## config.mk

```make
export PLATFORM = sky130hd
export DESIGN_NAME = memory_access_stage
export DESIGN_NICKNAME = d
export VERILOG_FILES = /design/src/rtl/memory_access_stage_pkg.sv /design/src/rtl/memory_access_stage_load_store_align.sv /design/src/rtl/memory_access_stage.sv
export SDC_FILE = /design/constraint.sdc
export NUM_CORES = 1
export LEC_CHECK = 0
export BUFFER_PORTS_ARGS = -buffer_cell sky130_fd_sc_hd__buf_2
export CAP_MARGIN = 30
export CORE_MARGIN = 2
export CORE_UTILIZATION = 30
export CTS_CLUSTER_DIAMETER = 200
export DETAILED_ROUTE_END_ITERATION = 10
export GPL_TIMING_DRIVEN = 0
export PLACE_DENSITY_LB_ADDON = 0.3
export SLEW_MARGIN = 15
export SYNTH_ARGS = -nofsm -noshare
export SYNTH_HDL_FRONTEND = slang
export SYNTH_SLANG_ARGS = --single-unit
export TNS_END_PERCENT = 10
```

## constraint.sdc

```tcl
create_clock -name clk -period 4.8 [get_ports clk]
set_input_delay 0.24 -clock clk [delete_from_list [all_inputs] [get_ports clk]]
set_output_delay 0.24 -clock clk [all_outputs]
set_load 0.005 [all_outputs]
```

## src/rtl/memory_access_stage_pkg.sv

```systemverilog
// Shared types and constants for the MEM stage: FSM states, funct3 encodings
// and the control bundle that travels EX -> MEM -> WB.
package memory_access_stage_pkg;

  typedef enum logic [1:0] {
    MEM_IDLE,
    MEM_REQ,
    MEM_WAIT
  } mem_state_t;

  // Loads and stores share encodings; the access size lives in funct3[1:0].
  localparam logic [2:0] F3_LB  = 3'b000;
  localparam logic [2:0] F3_LH  = 3'b001;
  localparam logic [2:0] F3_LW  = 3'b010;
  localparam logic [2:0] F3_LBU = 3'b100;
  localparam logic [2:0] F3_LHU = 3'b101;
  localparam logic [2:0] F3_SB  = 3'b000;
  localparam logic [2:0] F3_SH  = 3'b001;
  localparam logic [2:0] F3_SW  = 3'b010;

  typedef struct packed {
    logic       mem_read;
    logic       mem_write;
    logic [2:0] funct3;
    logic       reg_write;
    logic       mem_to_reg;
  } control_type;

endpackage

```

## src/rtl/memory_access_stage_load_store_align.sv

```systemverilog
// Combinational lane logic: byte enables, store-data replication,
// load lane extraction with sign/zero extension, and alignment check.
module load_store_align
  import memory_access_stage_pkg::*;
(
  input  logic [2:0]  funct3,
  input  logic [1:0]  addr_lo,
  input  logic [31:0] store_data,
  input  logic [31:0] load_word,
  output logic [3:0]  be,
  output logic [31:0] wdata,
  output logic [31:0] load_data,
  output logic        misaligned
);

  logic [31:0] lane;

  // NOTE: every output gets a default before the case so no path leaves it unassigned (no latch).
  always_comb begin
    be         = 4'b1111;
    wdata      = store_data;
    misaligned = 1'b0;
    lane       = load_word >> {addr_lo, 3'b000};
    load_data  = lane;

    case (funct3[1:0])
      F3_SB[1:0]: begin
        be    = 4'b0001 << addr_lo;
        wdata = {4{store_data[7:0]}};
      end
      F3_SH[1:0]: begin
        be         = 4'b0011 << {addr_lo[1], 1'b0};
        wdata      = {2{store_data[15:0]}};
        misaligned = addr_lo[0];
      end
      default: begin
        be         = 4'b1111;
        wdata      = store_data;
        misaligned = (addr_lo != 2'b00);
      end
    endcase

    case (funct3)
      F3_LB:   load_data = {{24{lane[7]}}, lane[7:0]};
      F3_LH:   load_data = {{16{lane[15]}}, lane[15:0]};
      F3_LBU:  load_data = {24'h0, lane[7:0]};
      F3_LHU:  load_data = {16'h0, lane[15:0]};
      default: load_data = lane;
    endcase
  end

endmodule

```

## src/rtl/memory_access_stage.sv

```systemverilog
// MEM pipeline stage: issues data-memory accesses over req/gnt/rvalid,
// stalls upstream while an access is in flight, and registers MEM/WB outputs.
module memory_access_stage
  import memory_access_stage_pkg::*;
#(
  parameter int TIMEOUT_CYCLES = 255
) (
  input  logic        clk,
  input  logic        reset,
  input  logic        ex_valid,
  input  control_type control_in,
  input  logic [31:0] alu_data,
  input  logic [31:0] memory_data,
  input  logic [4:0]  rd_in,
  output logic        dmem_req,
  output logic        dmem_we,
  output logic [31:0] dmem_addr,
  output logic [3:0]  dmem_be,
  output logic [31:0] dmem_wdata,
  input  logic        dmem_gnt,
  input  logic        dmem_rvalid,
  input  logic [31:0] dmem_rdata,
  output logic        mem_stall,
  output logic        wb_valid,
  output control_type wb_control,
  output logic [31:0] wb_data,
  output logic [4:0]  wb_rd,
  output logic [31:0] mem_forward_data,
  output logic        misaligned,
  output logic        bus_err
);

  localparam int CNT_W = $clog2(TIMEOUT_CYCLES + 1);

  mem_state_t  state;
  logic [CNT_W-1:0] wait_cnt;
  control_type acc_ctrl;
  logic [31:0] acc_addr;
  logic [31:0] acc_data;
  logic [4:0]  acc_rd;

  logic        busy, mem_op, accept, done, expire;
  logic [2:0]  sel_funct3;
  logic [1:0]  sel_addr_lo;
  logic [3:0]  al_be;
  logic [31:0] al_wdata, al_load;
  logic        al_misaligned;
  control_type killed_in, killed_acc;

  // In IDLE the aligner judges the incoming op; once busy it serves the latched one.
  assign sel_funct3  = busy ? acc_ctrl.funct3 : control_in.funct3;
  assign sel_addr_lo = busy ? acc_addr[1:0]   : alu_data[1:0];

  load_store_align u_align (
    .funct3     (sel_funct3),
    .addr_lo    (sel_addr_lo),
    .store_data (acc_data),
    .load_word  (dmem_rdata),
    .be         (al_be),
    .wdata      (al_wdata),
    .load_data  (al_load),
    .misaligned (al_misaligned)
  );

  always_comb begin
    busy     = (state != MEM_IDLE);
    mem_op   = control_in.mem_read | control_in.mem_write;
    accept   = !busy && ex_valid && mem_op && !al_misaligned;
    done     = ((state == MEM_REQ) && dmem_gnt && dmem_rvalid) ||
               ((state == MEM_WAIT) && dmem_rvalid);
    expire   = busy && !done && (wait_cnt == CNT_W'(TIMEOUT_CYCLES - 1));
    // Stall releases in the completion/abort cycle so EX advances on that edge.
    mem_stall = accept || (busy && !done && !expire);

    killed_in            = control_in;
    killed_in.reg_write  = 1'b0;
    killed_acc           = acc_ctrl;
    killed_acc.reg_write = 1'b0;

    dmem_req   = (state == MEM_REQ);
    dmem_we    = dmem_req && acc_ctrl.mem_write;
    dmem_addr  = dmem_req ? {acc_addr[31:2], 2'b00} : 32'h0;
    dmem_be    = dmem_req ? al_be : 4'b0000;
    dmem_wdata = dmem_req ? al_wdata : 32'h0;
  end

  assign mem_forward_data = wb_data;

  // NOTE: sequential state uses non-blocking assignments only, so every register samples pre-edge values.
  always_ff @(posedge clk or posedge reset) begin
    if (reset) begin
      state      <= MEM_IDLE;
      wait_cnt   <= '0;
      acc_ctrl   <= '0;
      acc_addr   <= '0;
      acc_data   <= '0;
      acc_rd     <= '0;
      wb_valid   <= 1'b0;
      wb_control <= '0;
      wb_data    <= '0;
      wb_rd      <= '0;
      misaligned <= 1'b0;
      bus_err    <= 1'b0;
    end else begin
      wb_valid   <= 1'b0;
      wb_control <= '0;
      misaligned <= 1'b0;
      bus_err    <= 1'b0;

      case (state)
        MEM_IDLE: begin
          if (ex_valid) begin
            if (!mem_op) begin
              wb_valid   <= 1'b1;
              wb_control <= control_in;
              wb_data    <= alu_data;
              wb_rd      <= rd_in;
            end else if (al_misaligned) begin
              wb_valid   <= 1'b1;
              wb_control <= killed_in;
              wb_data    <= alu_data;
              wb_rd      <= rd_in;
              misaligned <= 1'b1;
            end else begin
              acc_ctrl <= control_in;
              acc_addr <= alu_data;
              acc_data <= memory_data;
              acc_rd   <= rd_in;
              wait_cnt <= '0;
              state    <= MEM_REQ;
            end
          end
        end

        MEM_REQ, MEM_WAIT: begin
          if (done) begin
            wb_valid   <= 1'b1;
            wb_control <= acc_ctrl;
            wb_data    <= acc_ctrl.mem_write ? acc_addr : al_load;
            wb_rd      <= acc_rd;
            state      <= MEM_IDLE;
          end else if (expire) begin
            wb_valid   <= 1'b1;
            wb_control <= killed_acc;
            wb_data    <= acc_addr;
            wb_rd      <= acc_rd;
            bus_err    <= 1'b1;
            state      <= MEM_IDLE;
          end else begin
            wait_cnt <= wait_cnt + CNT_W'(1);
            if ((state == MEM_REQ) && dmem_gnt) state <= MEM_WAIT;
          end
        end

        default: state <= MEM_IDLE;
      endcase
    end
  end

endmodule
```

==> impl_metrics.env, run 1 <==
export IMPL_cp_start_kind="flop"
export IMPL_critPathKind="flop to output port"
export IMPL_fillers=2577
export IMPL_die_h_um=165
export IMPL_netlist_instances=796
export IMPL_fin_cells=1426
export IMPL_synthFlopType="dfrtp_1"
export IMPL_rsz0062_at_grt="no"
export IMPL_final_hold_viol_count=0
export IMPL_cts_num_sinks=133
export IMPL_netlist_top_cells_area="dfrtp_1 43%, mux2_2 11%, mux2i_1 5.0%"
export IMPL_h_tree_depth=4
export IMPL_ys_ff_latch=133
export IMPL_synth_area_per_cell_um2=9.79
export IMPL_io_buffers=259
export IMPL_syn_to_final_growth_pct=30.1
export IMPL_irDropWorstVdd_mv=0.264
export IMPL_worstMarginPinSlew_ns=0.836
export IMPL_r2r_slack_ns=1.64
export IMPL_dp_cells=1388
export IMPL_cts_tree="yes"
export IMPL_clock_fmax_mhz=264
export IMPL_die_w_um=165
export IMPL_root_buffer="clkbuf_16"
export IMPL_period_share_pct=79.0
export IMPL_critPathCaptureType="output port"
export IMPL_ys_warn_count=0
export IMPL_ant_nets=0
export IMPL_synth_top_area_cell="dfrtp_1"
export IMPL_synth_seq_area_share_pct=42.7
export IMPL_cts_made_buffers=17
export IMPL_cp_max_fo=10
export IMPL_grt_pass1_vias=7104
export IMPL_synth_area_um2=7790
export IMPL_globalRoute_totalOverflow=0
export IMPL_first_iter_violations=482
export IMPL_grt_use_total_pct=21.4
export IMPL_dr_pass1_iters=7
export IMPL_dieArea_um2=27300
export IMPL_vias=7328
export IMPL_multi_input_area_um2=3870
export IMPL_routed_wl_mm=29.6
export IMPL_cp_required_ns=4.56
export IMPL_drc=0
export IMPL_start_util_pct=30.8
export IMPL_synth_edff_count=0
export IMPL_p_per_area_nw_per_um2=643
export IMPL_async_flop_share_pct=100
export IMPL_clk_latency_ns=0.43
export IMPL_r2r_worst_path_cells=9
export IMPL_cts_buffer_depth=2
export IMPL_seqCellArea_um2=3330
export IMPL_synth_distinct_cells=61
export IMPL_via_per_inst=5.14
export IMPL_min_delay_path_class="input port to flop"
export IMPL_dp_hpwl_mm=22.3
export IMPL_rows=58
export IMPL_synth_most_common_cell="dfrtp_1"
export IMPL_cts_clk_slew_worst_paths_ns=0.07
export IMPL_final_max_slew_viol_count=0
export IMPL_skew_ns=0.0135
export IMPL_drive_gt1_share_pct=40.4
export IMPL_setup_tns_final_ns=0
export IMPL_setup_viol=0
export IMPL_routabilityCongestion=0.860
export IMPL_cts_setup_buffers=0
export IMPL_cp_arrival_ns=3.55
export IMPL_nNetsFinal=1198
export IMPL_leakage_nw=4.90
export IMPL_io_pins=263
export IMPL_status="complete, no violations"
export IMPL_postCtsHoldBufs=1
export IMPL_yosysTopAreaCellShare_pct=42.7
export IMPL_maxSlewHeadroom_pct=42.7
export IMPL_grt_pass1_wl_mm=43.3
export IMPL_wl_per_cell_um=20.8
export IMPL_synth_common_cells="133 x dfrtp_1, 86 x nand2_1, 74 x mux2_2"
export IMPL_hold_depth=2
export IMPL_core_area_um2=25300
export IMPL_cts_resized=0
export IMPL_antenna_found_initial=7
export IMPL_cap_violations=0
export IMPL_fin_crit_ns=3.79
export IMPL_grt_max_degree=78
## flip-flops by register name (all words and copies together), names as in the netlist, 2 cells and up
register          flops
wb_control            7
acc_ctrl              7
acc_rd                5
wb_rd                 5
state                 2
mem_forward_data     32
acc_addr             32
wait_cnt              8
acc_data             32
## worst max-delay path, cell delays in order (launching register included)
cell	delay [ns]
dfrtp_1	0.42
inv_1	0.10
ha_1	0.16
buf_6	0.14
buf_6	0.16
mux2i_1	0.26
buf_2	0.35
clkbuf_1	0.50
o21ai_0	0.21
a21boi_0	0.58
buf_2	0.23
## metrics by stage
step / area, um^2 / total power [W] / util [%] / hold slack [ns] / setup slack [ns]
final: 10100 / 0.00652 / 40.1 / 0.0383 / 1.01
after detailed placement: 9550 / 0.00525 / 37.7 / 0.287 / 1.55
after CTS: 10100 / 0.00656 / 40.0 / 0.0229 / 1.08
after global placement: 9510 / 0.00519 / 37.5 / 0.458 / -0.935
after floorplan: 7800 / 0.00397 / - / 0.372 / 1.01
after global routing: 10100 / 0.00700 / 40.0 / 0.0201 / 0.786
## metal layers
layer | routed length, um | global-route usage (%) | vias up
li1 | - | - | 3397
met5 | 21 | 0 | -
met1 | 12500 | 27.6 | 3560
met3 | 2570 | 6.32 | 42
met4 | 731 | 6.60 | 4
met2 | 13800 | 34.7 | 325
## report_power, final
| group | total, W | internal (W) | switching (W) |
|---|---|---|---|
| sequential | 0.00207 | 0.00163 | 0.000438 |
| combinational | 0.00316 | 0.00145 | 0.00171 |
| clock | 0.00129 | 0.000724 | 0.000565 |
| total | 0.00652 | 0.00381 | 0.00271 |
## layout make-up
cell class,count,share of cell area (%)
diodes,4,0.0987
plain buffers,93,5.59
clock buffers,17,4.19
clock inverters,15,1.42
inverters,10,0.444
multi-input cells,561,38.1
flip-flops and latches,133,32.8
well taps,330,4.07
repair buffers,263,13.3
## worst paths after layout
| kind | from | end |
|---|---|---|
| max | state[1] | dmem_be[1] |
| min | memory_data[18] | acc_data[18] |
| max reg2reg | state[1] | mem_forward_data[15] |
| min reg2reg | acc_ctrl[6] | acc_ctrl[6] |
| max in group asynchronous | reset | wait_cnt[0] |
| min in group asynchronous | reset | acc_data[19] |
## logic make-up (layout without fill, tap and decap cells)
group | Yosys count | after routing | share of synthesized area (%)
other | 1 | 6 | 0.0481
DFF | 133 | 133 | 42.7
and+or+nand+nor | 253 | 253 | 15.5
muxes | 116 | 116 | 16.2
AOI/OAI and AO/OA | 184 | 184 | 16.8
buffers and inverters | 103 | 398 | 7.75
adders and majority gates | 6 | 6 | 0.963
## cells in the final DEF, fill, tap and decap left out, types with 7 or more instances in the layout
cell       Yosys  routed
nand2_1       86      86
nor2_1        63      63
a21boi_0       9       9
dfrtp_1      133     133
a22o_1         7       7
a22oi_1       21      21
mux2i_1       39      39
o22ai_1        8       8
inv_1          8       7
nor2b_1       10      10
buf_6          9       9
buf_2         15     275
o211ai_1       9       9
a311oi_1       7       7
buf_4         35      36
clkbuf_1      32      32
mux2_2        74      74
a21oi_1       13      13
clkbuf_16      0      17
o21ai_0       48      48
and2_1        43      43
o221ai_1      17      17
a211oi_1       8       8
nand3_1       18      18
o311ai_1       7       7
nor3_1         8       8
Note: power is estimated with default switching activity, not from simulation.
==> run 2, diff against run 1 <==
==> constraint.sdc (replaced) <==
create_clock -name clk -period 3.2 [get_ports clk]
set_input_delay 0.16 -clock clk [delete_from_list [all_inputs] [get_ports clk]]
set_output_delay 0.16 -clock clk [all_outputs]
set_load 0.005 [all_outputs]
==> impl_metrics.env, run 2 (same netlist as run 1, synthesis figures left out) <==
export IMPL_cap_violations=0
export IMPL_rsz0062_at_grt="no"
export IMPL_skew_ns=0.00724
export IMPL_rows=58
export IMPL_maxSlewHeadroom_pct=32.8
export IMPL_cts_clk_slew_worst_paths_ns=0.06
export IMPL_r2r_worst_path_cells=11
export IMPL_irDropWorstVdd_mv=0.361
export IMPL_clk_latency_ns=0.42
export IMPL_via_per_inst=5.11
export IMPL_p_total_w=0.0100
export IMPL_drc=0
export IMPL_final_max_slew_viol_count=0
export IMPL_status="complete, no violations"
export IMPL_critPathKind="flop to output port"
export IMPL_p_per_area_nw_per_um2=921
export IMPL_cts_buffer_depth=2
export IMPL_syn_to_final_growth_pct=40.0
export IMPL_period_share_pct=95.5
export IMPL_diodes=0
export IMPL_dp_hpwl_mm=22.3
export IMPL_leakage_nw=5.22
export IMPL_r2r_slack_ns=0.24
export IMPL_final_hold_viol_count=0
export IMPL_cp_arrival_ns=2.90
export IMPL_routed_wl_mm=29.8
export IMPL_drive_gt1_share_pct=39.2
export IMPL_dieArea_um2=27300
export IMPL_grt_pass1_wl_mm=44.0
export IMPL_grt_max_degree=34
export IMPL_worstMarginPinSlew_ns=1.00
export IMPL_die_h_um=165
export IMPL_min_delay_path_class="input port to flop"
export IMPL_pre_cts_slack_ns=-0.110
export IMPL_layout_common_cells="272 x buf_2, 133 x dfrtp_1, 86 x nand2_1, 74 x mux2_2, 65 x dlygate4sd3_1"
export IMPL_grt_pass1_vias=7569
export IMPL_io_buffers=259
export IMPL_cts_num_sinks=133
export IMPL_h_tree_depth=4
export IMPL_ant_nets=0
export IMPL_first_iter_violations=479
export IMPL_root_buffer="clkbuf_16"
export IMPL_vias=7595
export IMPL_core_area_um2=25300
export IMPL_die_w_um=165
export IMPL_reg2reg_from="state[1]"
export IMPL_cts_made_buffers=17
export IMPL_cts_tree="yes"
export IMPL_clock_fmax_mhz=327
export IMPL_utilization_pct=43.1
export IMPL_crit_end="dmem_wdata[27]"
export IMPL_cp_start_kind="flop"
export IMPL_fin_ws_ns=0.144
export IMPL_rr_endpoint="mem_forward_data[2]"
export IMPL_critPathCaptureType="output port"
export IMPL_io_pins=263
export IMPL_fin_crit_ns=3.06
export IMPL_globalRoute_totalOverflow=0
export IMPL_nNetsFinal=1263
export IMPL_grt_use_total_pct=21.7
export IMPL_start_util_pct=30.8
export IMPL_wl_per_cell_um=20.1
export IMPL_final_common_cell="buf_2"
export IMPL_crit_start="state[1]"
export IMPL_dr_pass1_iters=5
export IMPL_setup_viol=0
export IMPL_routabilityCongestion=0.878
export IMPL_cp_max_fo=10
export IMPL_antenna_found_initial=4
export IMPL_cp_required_ns=3.04
[run 2: final cells by class]
cell class                 instances  area, um^2
timing repair buffer             329        2030
fill                            2510       14400
clock inverter                    14         176
multi-input combinational        561        3910
tap                              330         413
clock buffer                      18         429
sequential                       133        3330
inverter                          10        42.5
buffer                            92         583
[run 2: worst min path at each step]
stage / end / cells past startpoint / startpoint / slack, ns
global route: acc_addr[22] / 2 / alu_data[22] / 0.0005
global placement: acc_data[28] / 2 / memory_data[28] / 0.39
CTS: acc_addr[21] / 2 / alu_data[21] / 0.007
floorplan: acc_rd[0] / 1 / rd_in[0] / 0.29
detailed placement: wb_control[0] / 2 / reset / 0.13
finish: acc_addr[4] / 2 / alu_data[4] / 0.01
[run 2: per-stage QoR]
stage | TNS (ns) | instance area (um^2) | instances | hold WS [ns]
2_1_floorplan | 0 | 7800 | 797 | 0.292
3_3_place_gp | -0.159 | 9510 | 1386 | 0.391
3_5_place_dp | -0.110 | 9600 | 1391 | 0.128
4_1_cts | -0.0570 | 10900 | 1487 | 0.00659
5_1_grt | 0 | 10900 | 1487 | 0.000529
6_report | 0 | 10900 | 1487 | 0.0126
[run 2: power breakdown]
part,internal [W],switching (W)
Clock,0.00124,0.000839
Combinational,0.00228,0.00259
Sequential,0.00245,0.000654
[run 2: critical path: stages (launching register included)]
cell and delay, ns:
dfrtp_1 0.41, inv_1 0.10, ha_1 0.16, buf_6 0.15, buf_6 0.16, clkbuf_4 0.25, mux2i_4 0.54, buf_6 0.23
o221ai_1 0.12, nor2_1 0.18, buf_2 0.14
[run 2: timing repair]
item	in CTS	in global routing
hold buffers	65	0
endpoints found under the setup margin	21	25
resized for setup	11	17
buffers inserted	0	0
endpoints found under the hold margin	140	0
[run 2: per-layer routing]
| metal | wire, um | track usage [%] |
|---|---|---|
| met4 | 762 | 7.27 |
| met2 | 14300 | 36.6 |
| met1 | 12500 | 27.5 |
| met5 | 27 | 0 |
| met3 | 2280 | 4.80 |
